## config.mk

```make
export PLATFORM = sky130hd
export DESIGN_NAME = serial_subtractor
export DESIGN_NICKNAME = d
export VERILOG_FILES = /design/src/rtl/serial_sub_pkg.sv /design/src/rtl/full_sub.sv /design/src/rtl/serial_subtractor.sv
export SDC_FILE = /design/constraint.sdc
export NUM_CORES = 1
export LEC_CHECK = 0
export ABC_AREA = 1
export CORE_MARGIN = 4
export CORE_UTILIZATION = 50
export CTS_CLUSTER_SIZE = 14
export DETAILED_ROUTE_END_ITERATION = 6
export PLACE_DENSITY = 0.79
export SYNTH_ARGS = -nofsm -noshare
export SYNTH_HDL_FRONTEND = slang
export SYNTH_HIERARCHICAL = 1
export SYNTH_SLANG_ARGS = --single-unit
```

## constraint.sdc

```tcl
create_clock -name clk -period 3 [get_ports clk]
set_clock_uncertainty 0.2 [all_clocks]
set_input_delay 0.9 -clock clk [delete_from_list [all_inputs] [get_ports clk]]
set_output_delay 0.9 -clock clk [all_outputs]
set_load 0.01 [all_outputs]
```

## src/rtl/serial_sub_pkg.sv

```systemverilog
// Shared types and constants for the bit-serial subtractor.
package serial_sub_pkg;

   localparam int DEFAULT_WIDTH = 8;

   typedef enum logic [1:0] {
      IDLE  = 2'd0,
      SHIFT = 2'd1,
      DONE  = 2'd2
   } state_t;

endpackage

```

## src/rtl/full_sub.sv

```systemverilog
// One-bit full subtractor: two half-subtractor stages, borrows ORed.
module full_sub (
   input  logic a,
   input  logic b,
   input  logic bin,
   output logic diff,
   output logic bout
);

   logic hs1_diff, hs1_bout, hs2_bout;

   // first stage subtracts b from a, second stage subtracts the incoming borrow
   always_comb begin
      hs1_diff = a ^ b;
      hs1_bout = ~a & b;
      diff     = hs1_diff ^ bin;
      hs2_bout = ~hs1_diff & bin;
      bout     = hs1_bout | hs2_bout;
   end

endmodule

```

## src/rtl/serial_subtractor.sv

```systemverilog
// Bit-serial a-b, LSB first, one bit per clock, valid/ready on both sides.
// Optional signed-overflow output enabled by defining SERIAL_SUB_OVF_EN.
module serial_subtractor
   import serial_sub_pkg::*;
#(
   parameter int WIDTH = DEFAULT_WIDTH
) (
   input  logic             clk,
   input  logic             rst,
   input  logic             in_valid,
   output logic             in_ready,
   input  logic [WIDTH-1:0] a,
   input  logic [WIDTH-1:0] b,
   output logic             out_valid,
   input  logic             out_ready,
   output logic [WIDTH-1:0] diff,
   output logic             borr
`ifdef SERIAL_SUB_OVF_EN
   ,
   output logic             ovf
`endif
);

   // one extra bit so the count can reach WIDTH without wrapping
   localparam int CNT_W = $clog2(WIDTH) + 1;

   state_t           state_q;
   logic [WIDTH-1:0] a_q, b_q, res_q;
   logic             borrow_q;
   logic [CNT_W-1:0] cnt_q;
   logic             in_ready_q, out_valid_q;
   logic             step_d, step_bout_d;
   logic             last_step;
`ifdef SERIAL_SUB_OVF_EN
   logic             ovf_q;
`endif

   full_sub u_step (
      .a    (a_q[0]),
      .b    (b_q[0]),
      .bin  (borrow_q),
      .diff (step_d),
      .bout (step_bout_d)
   );

   assign last_step = (cnt_q == CNT_W'(WIDTH - 1));

   // control FSM plus the operand/result shift datapath
   always_ff @(posedge clk) begin
      if (rst) begin
         state_q     <= IDLE;
         a_q         <= '0;
         b_q         <= '0;
         res_q       <= '0;
         borrow_q    <= 1'b0;
         cnt_q       <= '0;
         in_ready_q  <= 1'b1;
         out_valid_q <= 1'b0;
`ifdef SERIAL_SUB_OVF_EN
         ovf_q       <= 1'b0;
`endif
      end else begin
         case (state_q)
            IDLE: begin
               if (in_valid) begin
                  a_q        <= a;
                  b_q        <= b;
                  res_q      <= '0;
                  borrow_q   <= 1'b0;
                  cnt_q      <= '0;
                  in_ready_q <= 1'b0;
                  state_q    <= SHIFT;
`ifdef SERIAL_SUB_OVF_EN
                  ovf_q      <= 1'b0;
`endif
               end
            end
            SHIFT: begin
               a_q      <= a_q >> 1;
               b_q      <= b_q >> 1;
               res_q    <= {step_d, res_q[WIDTH-1:1]};
               borrow_q <= step_bout_d;
               cnt_q    <= cnt_q + 1'b1;
               if (last_step) begin
                  out_valid_q <= 1'b1;
                  state_q     <= DONE;
`ifdef SERIAL_SUB_OVF_EN
                  // a_q[0]/b_q[0] are the operand MSBs on the final step
                  ovf_q       <= (a_q[0] != b_q[0]) && (step_d != a_q[0]);
`endif
               end
            end
            DONE: begin
               if (out_ready) begin
                  out_valid_q <= 1'b0;
                  in_ready_q  <= 1'b1;
                  state_q     <= IDLE;
               end
            end
            default: state_q <= IDLE;
         endcase
      end
   end

   assign in_ready  = in_ready_q;
   assign out_valid = out_valid_q;
   assign diff      = res_q;
   assign borr      = borrow_q;
`ifdef SERIAL_SUB_OVF_EN
   assign ovf       = ovf_q;
`endif

endmodule

```

==> Word-level counts from Yosys, hierarchy flattened <==
Index checks and enable logic that the tools add are counted.
{ "word_totals": {"wordCells": 49, "inputBits": 20, "register_bits": 33, "out_inout_bits": 11} }
{ "op_classes": {"mux": 19, "bitwise_logic": 7, "n_reduce_logical": 8, "eq_ne": 6, "addsub": 1} }
{ "ops": {"columns": ["operator", "count"], "rows": [
  ["case mux 8 bit (2 select lines)", 3],
  ["two-way mux 8 bit", 3],
  ["AND reduction 3 bit", 3],
  ["case mux 4 bit (2 select lines)", 1],
  ["two-way mux 2 bit", 3],
  ["inequality test 2 bit, second input constant", 3],
  ["case mux 1 bit (2 select lines)", 3],
  ["case mux 2 bit (3 select lines)", 1],
  ["nonzero test 2 bit", 3],
  ["adder 4 x 1 -> 4 bit, second input constant", 1],
  ["== test 4 x 3 -> 1 bit, second input constant", 1],
  ["two-way mux 1 bit", 4],
  ["two-way mux 4 bit", 1],
  ["bitwise AND 1 bit", 2],
  ["== test 2 x 1 -> 1 bit, second input constant", 1],
  ["== test 2 bit, second input constant", 1],
  ["logical NOT 2 bit", 1],
  ["inverter 1 bit", 2],
  ["AND reduction 2 bit", 1],
  ["bitwise XOR 1 bit", 2],
  ["bitwise OR 1 bit", 1]
]} }

==> Longest topological paths before layout <==
{ "logic_depth": {"depth_word": 5, "depth_mapped": 7, "ltp_nobuf": 6} }

==> By module <==
The synthesis kept the hierarchy.
{ "by_module_without_submodules": {"columns": ["module", "area_each_um2", "cells_per_inst", "seq_area_each_um2", "instances"], "rows": [
  ["serial_subtractor", 1500.2, 214, 660.6, 1],
  ["full_sub", 31.3, 4, 0.0, 1]
]} }

==> Worst setup path before layout <==
Ideal clock, no wire load.
{ "synth_timing": {"path_kind": "input port to flip-flop", "from": "input rst", "to": "register b_q[5]", "path_stages": 3, "path_buffers": 2, "slack_ns": 1.186, "arrival_ns": 1.486, "setup_time_ns": 0.128, "t_required_ns": 2.672, "path_cell_list": "clkbuf_1 clkbuf_1 nor2_1"} }
{ "synth_rtl": {"columns": ["element", "line_no", "rtl"], "rows": [
  ["from (decl)", "serial_subtractor.sv:9", "input logic rst,"],
  ["to (signal assigned)", "serial_subtractor.sv:80", "b_q <= b_q >> 1;"],
  ["to (decl)", "serial_subtractor.sv:28", "logic [WIDTH-1:0] a_q, b_q, res_q;"]
]} }
No word-level cell between the ends.

==> Worst setup path after layout <==
{ "layout_timing": {"from": "register res_q[1], in the netlist diff[1]", "to": "output diff[1]"} }
{ "layout_rtl": {"columns": ["element", "line_no", "rtl"], "rows": [
  ["from (decl)", "serial_subtractor.sv:28", null],
  ["from (signal assigned)", "serial_subtractor.sv:81", "res_q <= {step_d, res_q[WIDTH-1:1]};"],
  ["to (decl)", "serial_subtractor.sv:16", "output logic [WIDTH-1:0] diff,"]
]} }
No word-level cell between the ends.

==> flow_summary_export.csv <==
group,metric,value,unit
synthesis,yosys-top-cells-area,"dfxtp_1, nand3_1, nand2_1, a21oi_1, inv_1",
setup_path,cp.required,1.90,ns
global_routing,antenna_found_initial,0,
cts,cts.sinks,33,
global_routing,grt_max_degree,29,
placed_design,numPortBuffers,30,
cts,cts_hold_buf,0,
synthesis,yosys_warnings,6,
synthesis,synth_area_per_cell,7.03,um2
route,vias,1446,
setup_path,arrival,1.24,ns
die,initial_core_util,53.7,%
layout,drive_gt1_share,5.24,%
synthesis,synth_most_common_cell,"nand3_1",
pwr,powerDensity,491,mW/mm2
synthesis,ys_ff_latch,33,
synthesis,synthDominantCellAreaShare,43.1,%
placed_design,dpl.cell_count,271,
route,first_iter_violations,115,
die,core,0.00285,mm2
flow_run,cap_violations,0,
global_routing,grt_pass1_vias,1297,
setup_path,crit_slowest_cell,"clkdlybuf4s50_1",
setup_path,critPathMaxStageDelay,0.54,ns
synthesis,yosys.area.top_type,"dfxtp_1",
synthesis,yosys.cell_types.count,18,
global_routing,grt-ovfl-total,0,
route,vias_per_cell,5.18,
cts,numCtsBuffers,5,
synthesis,synth_edf_count,0,
layout,stdcell_count,279,
setup_path,cp_num_buf_inv,1,
route,ant_nets,0,
placed_design,hpwlAfterDp,2070,um
synthesis,seq_area_frac_synth,43.1,%
sta,drv_slew,0,
setup_path,crit_chain,"clkdlybuf4s50_1",
setup_path,crit_type,"flop to output port",
sta,slew_headroom,58.2,%
sta,rsz0062_at_grt,"false",
cts,clock_path_buffers,2,
route,routed_wl,3140,um
sta,holdWs,0.250,ns
setup_path,path_delay_family,"buffers and inverters",
cts,htree_levels,2,
global_routing,grt_pass1_wl,5760,um
layout,synthToLayoutAreaGrowth,22.1,%
worst_hold_path,hp-class,"flop to flop",
synthesis,synthesis.area,0.00153,mm2
pwr,leakage,0.792,nW
sta,fin_crit,2.34,ns
setup_path,critPathMaxFanout,3,
die,dieHeight,63.3,um
setup_path,start_kind,"flop",
layout,nNetsFinal,269,
synthesis,ys.flop_type,"dfxtp_1",
layout,final_core_util,65.5,%
global_routing,grt_usage,18.0,%
synthesis,synthesis.nets,240,
cts,cts_tree,"done",
sta,clock.fmax,0.427,GHz
outcome,outcome,"completed",
layout,antenna_cells,0,
sta,hold_viol_final,0,
cts,clk_latency,0.33,ns
sta,period_share,78.1,%
die,rows,19,
sta,worst_slew_pin_slew,0.626,ns
route,drc,0,
die,boundaryPins,31,
setup_path,cp-end-kind,"output port",
die,die_x,63.3,um
cts,post_cts_buffers,0,
cts,cts_resized,0,
sta,setup_viol,0,
synthesis,synth_cells,218,
synthesis,ys_async_sr_fraction,0,%
synthesis,yosys-top-cells-count,"nand3_1, nand2_1, dfxtp_1, inv_1, a21oi_1",
pwr,ir_worst_vdd,0.261,mV
cts,clockRootBuffer,"clkbuf_4",
route,drtPass1Iterations,4,
die,die_area,0.00401,mm2
sta,tns,0,ns
placed_design,gp_congestion,0.772,
route,wl_per_cell,11.3,um
cts,clk_pin_slew_worst_paths,0.10,ns
through the flow:
| step | setup WS [ns] | instance area, um2 | power, mW |
|---|---|---|---|
| after detailed placement | 0.456 | 1820 | 0.688 |
| after global placement | 0.474 | 1820 | 0.686 |
| final | 0.658 | 1870 | 0.918 |
| after global routing | 0.574 | 1870 | 0.983 |
| after floorplan | 1.19 | 1530 | 0.635 |
| after CTS | 0.639 | 1870 | 0.925 |
path summary, 6_finish.rpt:
kind / cells after the start / slack, ns / startpoint / endpoint
worst max register to register: 5 / 1.32 / state_q[0]$_SDFFE_PP0P_ / state_q[1]$_SDFFE_PP0P_
worst max-delay path: 1 / 0.66 / diff[1]$_SDFFE_PP0P_ / diff[1]
worst min-delay path: 2 / 0.25 / out_valid$_SDFFE_PP0P_ / out_valid$_SDFFE_PP0P_
worst min register to register: 2 / 0.25 / out_valid$_SDFFE_PP0P_ / out_valid$_SDFFE_PP0P_
registers in the layout (all words and copies together) (netlist names):
| register | flops |
|---|---|
| cnt_q | 4 |
| diff | 8 |
| state_q | 2 |
| in_ready | 1 |
| out_valid | 1 |
| borr | 1 |
| a_q | 8 |
| b_q | 8 |
cell type report:
class,instances,area (um2)
clock buffer,8,48.8
inverter,34,128
fill,268,983
multi-input combinational,139,663
tap,31,38.8
sequential,33,661
timing repair buffer,34,330
worst min-delay path: stages, from the launching register on:
cell     delay [ns]
dfxtp_1        0.32
inv_1          0.05
a21oi_1        0.05
kinds of logic after synthesis:
| family | synth area share (%) |
|---|---|
| AO/OA/AOI/OAI | 9.89 |
| adder cells (fa/ha/maj) | 2.12 |
| flip-flops | 43.1 |
| buffers and inverters | 13.6 |
| AND/OR/NAND/NOR | 31.3 |
routing by layer:
layer / vias to the layer above / share of wire [%] / global-route usage, %
li1: 752 / - / -
met1: 644 / 47 / 23.5
met2: 45 / 45 / 27.0
met3: 5 / 6.5 / 6.04
met4: 0 / 2.0 / 7.55
met5: - / 0 / 0
layout by cell type, fill, tap and decap left out:
| cell | netlist | final |
|---|---|---|
| clkdlybuf4s50_1 | 0 | 30 |
| a21oi_1 | 27 | 27 |
| inv_2 | 1 | 1 |
| fa_1 | 1 | 1 |
| clkbuf_1 | 3 | 3 |
| a31oi_1 | 1 | 1 |
| nand3_1 | 50 | 50 |
| nand2_1 | 48 | 48 |
| ha_1 | 1 | 1 |
| nand2_2 | 2 | 2 |
| clkbuf_4 | 0 | 5 |
| o21ai_0 | 2 | 2 |
| nor2_1 | 5 | 5 |
| nand4_1 | 1 | 1 |
| buf_4 | 2 | 4 |
| inv_1 | 33 | 33 |
| dfxtp_1 | 33 | 33 |
| nor2_4 | 1 | 1 |
power by group:
part           internal [mW]  total, mW  switching [mW]
Sequential             0.470      0.489          0.0194
Combinational         0.0784      0.189           0.110
Clock                 0.0934      0.240           0.147
No activity file was read; power rests on OpenSTA's default activity.
